[config.mk]
export PLATFORM = sky130hd
export DESIGN_NAME = br_seq
export DESIGN_NICKNAME = d
export VERILOG_FILES = /design/src/rtl/br_seq.sv
export SDC_FILE = /design/constraint.sdc
export NUM_CORES = 1
export LEC_CHECK = 0
export ABC_CLOCK_PERIOD_IN_PS = 6800
export CAP_MARGIN = 20
export CELL_PAD_IN_SITES_DETAIL_PLACEMENT = 1
export CELL_PAD_IN_SITES_GLOBAL_PLACEMENT = 1
export CORE_MARGIN = 2
export CORE_UTILIZATION = 44
export CTS_CLUSTER_SIZE = 24
export DETAILED_ROUTE_END_ITERATION = 8
export PLACE_DENSITY = 0.95
export SLEW_MARGIN = 0
export SYNTH_ARGS = -nofsm -noshare
export SYNTH_HDL_FRONTEND = slang
export SYNTH_SLANG_ARGS = --single-unit
[constraint.sdc]
create_clock -name clock -period 6.8 [get_ports clock]
set_input_delay 1.7 -clock clock [delete_from_list [all_inputs] [get_ports clock]]
set_output_delay 1.7 -clock clock [all_outputs]
set_load 0.1 [all_outputs]
[src/rtl/br_seq.sv]
// ---------------------------------------------------------------------------
// br_seq -- register-bank access sequencer
//
// Takes one operation request at a time over a valid/ready handshake. It reads
// two source registers through the bank's combinational A/B ports, computes a
// result, writes the result back through the bank's write port, and returns
// the result on a response handshake.
//
// Ports
//   clock, reset        : system clock; asynchronous active-low reset
//   req_valid/req_ready : request handshake (ready only while idle)
//   req_op/dst/srca/srcb/imm : operation fields, sampled at the accepting edge
//   rsp_valid/rsp_ready : response handshake; rsp_data carries the result
//   flag_z, flag_c      : zero and carry/borrow of the last executed op
//   Sel_SA, Sel_SB      : bank read addresses; A, B are the read data
//   Sel_SC, Hab_Escrita, E : bank write address, enable and data
// ---------------------------------------------------------------------------
module br_seq #(
  parameter int bits_palavra  = 16,
  parameter int end_registros = 2
) (
  input  logic                     clock,
  input  logic                     reset,
  input  logic                     req_valid,
  output logic                     req_ready,
  input  logic [2:0]               req_op,
  input  logic [end_registros-1:0] req_dst,
  input  logic [end_registros-1:0] req_srca,
  input  logic [end_registros-1:0] req_srcb,
  input  logic [bits_palavra-1:0]  req_imm,
  output logic                     rsp_valid,
  input  logic                     rsp_ready,
  output logic [bits_palavra-1:0]  rsp_data,
  output logic                     flag_z,
  output logic                     flag_c,
  output logic [end_registros-1:0] Sel_SA,
  output logic [end_registros-1:0] Sel_SB,
  output logic [end_registros-1:0] Sel_SC,
  output logic                     Hab_Escrita,
  output logic [bits_palavra-1:0]  E,
  input  logic [bits_palavra-1:0]  A,
  input  logic [bits_palavra-1:0]  B
);

  typedef enum logic [2:0] {
    IDLE  = 3'd0,
    READ  = 3'd1,
    EXEC  = 3'd2,
    WRITE = 3'd3,
    RESP  = 3'd4
  } state_t;

  localparam logic [2:0] OP_ADD = 3'b000;
  localparam logic [2:0] OP_SUB = 3'b001;
  localparam logic [2:0] OP_AND = 3'b010;
  localparam logic [2:0] OP_OR  = 3'b011;
  localparam logic [2:0] OP_XOR = 3'b100;
  localparam logic [2:0] OP_LDI = 3'b101;
  localparam logic [2:0] OP_CMP = 3'b110;
  localparam logic [2:0] OP_MOV = 3'b111;

  state_t                     state_q, state_d;
  logic [2:0]                 op_q;
  logic [end_registros-1:0]   dst_q, srca_q, srcb_q;
  logic [bits_palavra-1:0]    imm_q;
  logic [bits_palavra-1:0]    opa_q, opb_q;
  logic [bits_palavra-1:0]    result_q;
  logic                       flagz_q, flagc_q;

  logic [bits_palavra-1:0]    aluRes;
  logic                       aluCarry;
  logic [bits_palavra:0]      sumExt, diffExt;

  // State register; an asynchronous reset abandons any operation in flight.
  always_ff @(posedge clock or negedge reset) begin
    if (!reset) begin
      state_q <= IDLE;
    end else begin
      state_q <= state_d;
    end
  end

  // Next-state and handshake/write-enable decode.
  always_comb begin
    state_d     = state_q;
    req_ready   = 1'b0;
    rsp_valid   = 1'b0;
    Hab_Escrita = 1'b0;
    unique case (state_q)
      IDLE: begin
        req_ready = 1'b1;
        if (req_valid) state_d = READ;
      end
      READ: state_d = EXEC;
      // CMP only updates the flags, so it skips the write-back cycle.
      EXEC: state_d = (op_q == OP_CMP) ? RESP : WRITE;
      WRITE: begin
        Hab_Escrita = 1'b1;
        state_d     = RESP;
      end
      RESP: begin
        rsp_valid = 1'b1;
        if (rsp_ready) state_d = IDLE;
      end
      default: state_d = IDLE;
    endcase
  end

  // The one-bit extension gives carry-out of the add and borrow of the
  // subtract (borrow is set exactly when A < B unsigned).
  always_comb begin
    sumExt   = {1'b0, opa_q} + {1'b0, opb_q};
    diffExt  = {1'b0, opa_q} - {1'b0, opb_q};
    aluRes   = '0;
    aluCarry = 1'b0;
    unique case (op_q)
      OP_ADD: begin
        aluRes   = sumExt[bits_palavra-1:0];
        aluCarry = sumExt[bits_palavra];
      end
      OP_SUB, OP_CMP: begin
        aluRes   = diffExt[bits_palavra-1:0];
        aluCarry = diffExt[bits_palavra];
      end
      OP_AND:  aluRes = opa_q & opb_q;
      OP_OR:   aluRes = opa_q | opb_q;
      OP_XOR:  aluRes = opa_q ^ opb_q;
      OP_LDI:  aluRes = imm_q;
      OP_MOV:  aluRes = opa_q;
      default: aluRes = '0;
    endcase
  end

  // Request fields are latched only at the accepting edge, so the read
  // addresses keep their last value outside READ. Operands are captured at
  // the end of READ, which makes dst == srca/srcb safe.
  always_ff @(posedge clock or negedge reset) begin
    if (!reset) begin
      op_q     <= '0;
      dst_q    <= '0;
      srca_q   <= '0;
      srcb_q   <= '0;
      imm_q    <= '0;
      opa_q    <= '0;
      opb_q    <= '0;
      result_q <= '0;
      flagz_q  <= 1'b0;
      flagc_q  <= 1'b0;
    end else begin
      if (state_q == IDLE && req_valid) begin
        op_q   <= req_op;
        dst_q  <= req_dst;
        srca_q <= req_srca;
        srcb_q <= req_srcb;
        imm_q  <= req_imm;
      end
      if (state_q == READ) begin
        opa_q <= A;
        opb_q <= B;
      end
      if (state_q == EXEC) begin
        result_q <= aluRes;
        flagz_q  <= (aluRes == '0);
        flagc_q  <= aluCarry;
      end
    end
  end

  assign Sel_SA   = srca_q;
  assign Sel_SB   = srcb_q;
  assign Sel_SC   = dst_q;
  assign E        = result_q;
  assign rsp_data = result_q;
  assign flag_z   = flagz_q;
  assign flag_c   = flagc_q;

endmodule

; Word level (Yosys, flattened, before mapping)
; Index checks and enable logic that the tools add are counted.
[totals]
wordCells = 44
out_inout_bits = 43
regBits = 78
inputBits = 61
[classes]
n_mux = 9
add_sub_neg = 2
eq_ne = 13
n_reduce_logical = 6
bitwise_logic = 3
[op_table]
columns = operator, n
row1 = one-hot mux 16 bit (7 select lines), 1
row2 = adder 16 x 16 -> 17 bit, 1
row3 = subtractor 16 x 16 -> 17 bit, 1
row4 = bitwise AND 16 bit, 1
row5 = zero test 16 bit, 1
row6 = OR 16 bit, 1
row7 = bitwise XOR 16 bit, 1
row8 = "== test 3 bit, second input constant", 5
row9 = one-hot mux 3 bit (5 select lines), 1
row10 = "== test 3 x 2 -> 1 bit, second input constant", 4
row11 = 2-to-1 mux 3 bit, 3
row12 = "== test 3 x 1 -> 1 bit, second input constant", 2
row13 = zero test 3 bit, 2
row14 = "inequality test 2 bit, second input constant", 2
row15 = 2-to-1 mux 1 bit, 3
row16 = one-hot mux 1 bit (2 select lines), 1
row17 = AND reduction 2 bit, 1
row18 = OR reduction 2 bit, 1
row19 = logical AND 1 bit, 1

; Longest topological paths before layout
[logic_depth]
word_depth = 4
mapped_depth = 13
depth_no_buf = 13

; Worst setup path before layout
; No wires, ideal clock.
[synth_path]
kind = register -> output
from = register state_q[2]
to = output req_ready
arrival_ns = 2.554
required_time_ns = 5.100
path_buffers = 0
slack_ns = 2.546
stages_incl_launch_ff = 2
path_cell_list = dfrtp_1 nor3_1
[synth_via]
elab_chain_cells = 2
[synth_rtl]
columns = element, line_no
row1 = from (decl), 62  ; state_t state_q, state_d;
row2 = from (signal assigned), 79  ; state_q <= state_d;
row3 = zero test 3 bit, 89  ; unique case (state_q)
row4 = 2-to-1 mux 1 bit, 89
row5 = to (decl), 25  ; output logic req_ready,
; No other way between the ends.

; Worst setup path after layout
[layout_path]
from = register state_q[1]
to = output Hab_Escrita
[layout_via]
elab_chain_cells = 2
[layout_rtl]
columns = element, line_no
row1 = == test 3 x 2 -> 1 bit, 89
row2 = 2-to-1 mux 1 bit, 89
row3 = to (decl), 39  ; output logic Hab_Escrita,
; No other way between the ends.

==> flow_summary.toml <==
[status]
status = "finished, final reports clean"

[global_routing]
grt_pass1_vias = 5839
overflow = 0
grt_usage_pct = 28.0
antenna_found_initial = 0
grt_pass1_wl_um = 31400
grt_max_degree = 79

[worst_setup_path]
setup.worst_path.class = "reg -> out"
required_ns = 5.10
endpoint = "Hab_Escrita"
reg2reg_slack_ns = 2.98
path_max_fanout = 7
startpoint = "state_q[1]"
ff2ff_path_depth = 12
critical_path_arrival_ns = 2.38
critPathLaunchType = "register"
reg2reg_to = "flag_z"
cp-end-kind = "output port"
reg2reg_from = "opb_q[0]"

[synthesis]
synthFlopType = "dfrtp_1"
ys_ff_latch = 78
synth_top_area_share_pct = 33.1
syn_inst = 678
yosysUniqueCellTypes = 78
post-synth-top-count-cell = "dfrtp_1"
synthTopCellsByArea = "dfrtp_1, ha_1, o21ai_0, mux2_2, nand2_1"
ys_seq_area_share_pct = 33.1
synthesis.area_sq_um = 5900
yosys-top-cells-count = "dfrtp_1, o21ai_0, nand2_1"
yosys.area.top_type = "dfrtp_1"
synth_edf_count = 0
avgSynthCellArea_sq_um = 8.70
syn_nets = 789
synth_warnings = 0
synth-async-reset-ratio_pct = 100

[cells_and_area]
antenna_cells = 0
drive_above_1_share_pct = 9.10
syn2layout_area_growth_pct = 22.4
finalNetCount = 853

[worst_hold_path]
hold_path.class = "reg -> reg"

[floorplanning]
core-area_sq_um = 13200
die_w_um = 120
die_area_sq_um = 14400
rows = 42
die_y_um = 120
io_pins = 104
start_util_pct = 44.7

[drt]
drt-total-wl_um = 19500
wl_met1_um = 8410
highest_layer = "met4"
wl_met2_um = 9310
initialDrtViolationCount = 326
ant_nets = 0
drc = 0
num_vias = 5537
avgViaCountPerCell = 6.00
drt_pre_antenna_iters = 5
routed-wl-met3_um = 1400
wl_per_cell_um = 21.1

[placement]
io_buffers = 103
place_congestion = 0.909
dpl.hpwl_um = 14600

[cts]
cts_max_level = 3
post_cts_resized = 0
path_clk_slew_ns = 0.06
clockBufferDepth = 2
cts.sinks = 78
holdBufCountCts = 0
cts-root-buf = "clkbuf_16"
cts_buffers = 9
clk-insertion-delay-late_ns = 0.36
post-cts-setup-buffer-count = 0
cts_tree = "yes"

[timing]
finalHoldViolations = 0
slew_violations = 0
max_slew.worst_pin.slew_ns = 0.988
finalSetupTns_ns = 0
grt_setup_unrepaired = "no"
fmax_ghz = 0.245
skew_ns = 0.0112
fin_crit_sh_pct = 60.0
setup_viol_count_final = 0
layout_min_cycle_time_ns = 4.08
slew_headroom_pct = 34.0

[job]
drv_cap = 0
[cells in the final DEF, fill, tap and decap left out, drive strengths merged, types with 3 or more instances in the layout]
master / n
a211o: 5
a211oi: 14
a2111oi: 5
or4: 3
a221o: 3
nand3: 10
o22ai: 12
and2: 6
o311ai: 4
inv: 53
a221oi: 7
nor3: 11
a21oi: 39
ha: 48
clkbuf: 10
buf: 8
or3: 5
mux2: 31
o41ai: 3
a21o: 5
nor2: 48
o211ai: 6
o221ai: 8
o21bai: 5
mux2i: 7
a22oi: 8
clkdlybuf4s50: 102
clkinvlp: 3
nand2: 61
o31ai: 6
o21ai: 69
nor3b: 3
dfrtp: 78
nand3b: 3
nand2b: 10
nor2b: 7
[logic make-up (layout without fill, tap and decap cells)]
| logic type | after synthesis | count (layout) | synth area share [%] |
|---|---|---|---|
| compound gates | 224 | 224 | 25.8 |
| xor+xnor | 1 | 1 | 0.148 |
| fa+ha+maj | 50 | 50 | 10.9 |
| buf+inv | 110 | 179 | 8.61 |
| flops | 78 | 78 | 33.1 |
| mux | 38 | 38 | 7.17 |
| simple gates | 177 | 177 | 14.3 |
[flip-flops by register name, indices dropped and copies added (netlist names)]
name     count
flag_c       1
op_q         3
Sel_SC       2
Sel_SA       2
imm_q       16
Sel_SB       2
E           16
state_q      3
flag_z       1
opb_q       16
opa_q       16
[routing by layer]
| metal | global-route usage (%) | up-vias |
|---|---|---|
| li1 | - | 2560 |
| met1 | 36.9 | 2748 |
| met2 | 46.1 | 199 |
| met3 | 5.61 | 30 |
| met4 | 9.26 | 0 |
| met5 | 0 | - |
[cell type report]
cell class | instances | area (sq um)
clock buffer | 10 | 229
clock inverter | 6 | 62.6
fill | 1529 | 5970
inverter | 53 | 199
multi-input combinational | 490 | 3450
sequential | 78 | 1950
tap | 176 | 220
timing repair buffer | 110 | 1110
[worst max-delay path, cell delays in order, from the launching register on]
cell and delay [ns]:
dfrtp_1 0.46, nor2b_1 0.27, and2_1 0.16, clkdlybuf4s50_1 1.13
[per-stage QoR]
| step | hold WS [ns] | utilization, % | cells | setup slack (ns) | instance area (sq um) |
|---|---|---|---|---|---|
| 2_1_floorplan | 0.475 | - | 678 | 2.55 | 5900 |
| 3_3_place_gp | 0.483 | 52.2 | 905 | 3.11 | 6880 |
| 3_5_place_dp | 0.495 | 52.4 | 906 | 3.09 | 6910 |
| 4_1_cts | 0.512 | 54.6 | 922 | 2.73 | 7200 |
| 5_1_grt | 0.532 | 54.8 | 923 | 2.64 | 7220 |
| 6_report | 0.504 | 54.8 | 923 | 2.72 | 7220 |
[worst min-delay path by stage]
stage               startpoint         to  cells after the start
floorplan             imm_q[4]   imm_q[4]                      1
detailed placement    imm_q[4]   imm_q[4]                      1
finish                    E[5]       E[5]                      2
global route         Sel_SC[0]  Sel_SC[0]                      1
global placement          E[5]       E[5]                      2
CTS                       E[5]       E[5]                      2
Power is not shown: default switching activity piles up to over one toggle a cycle in this logic, so the estimate is an artifact.
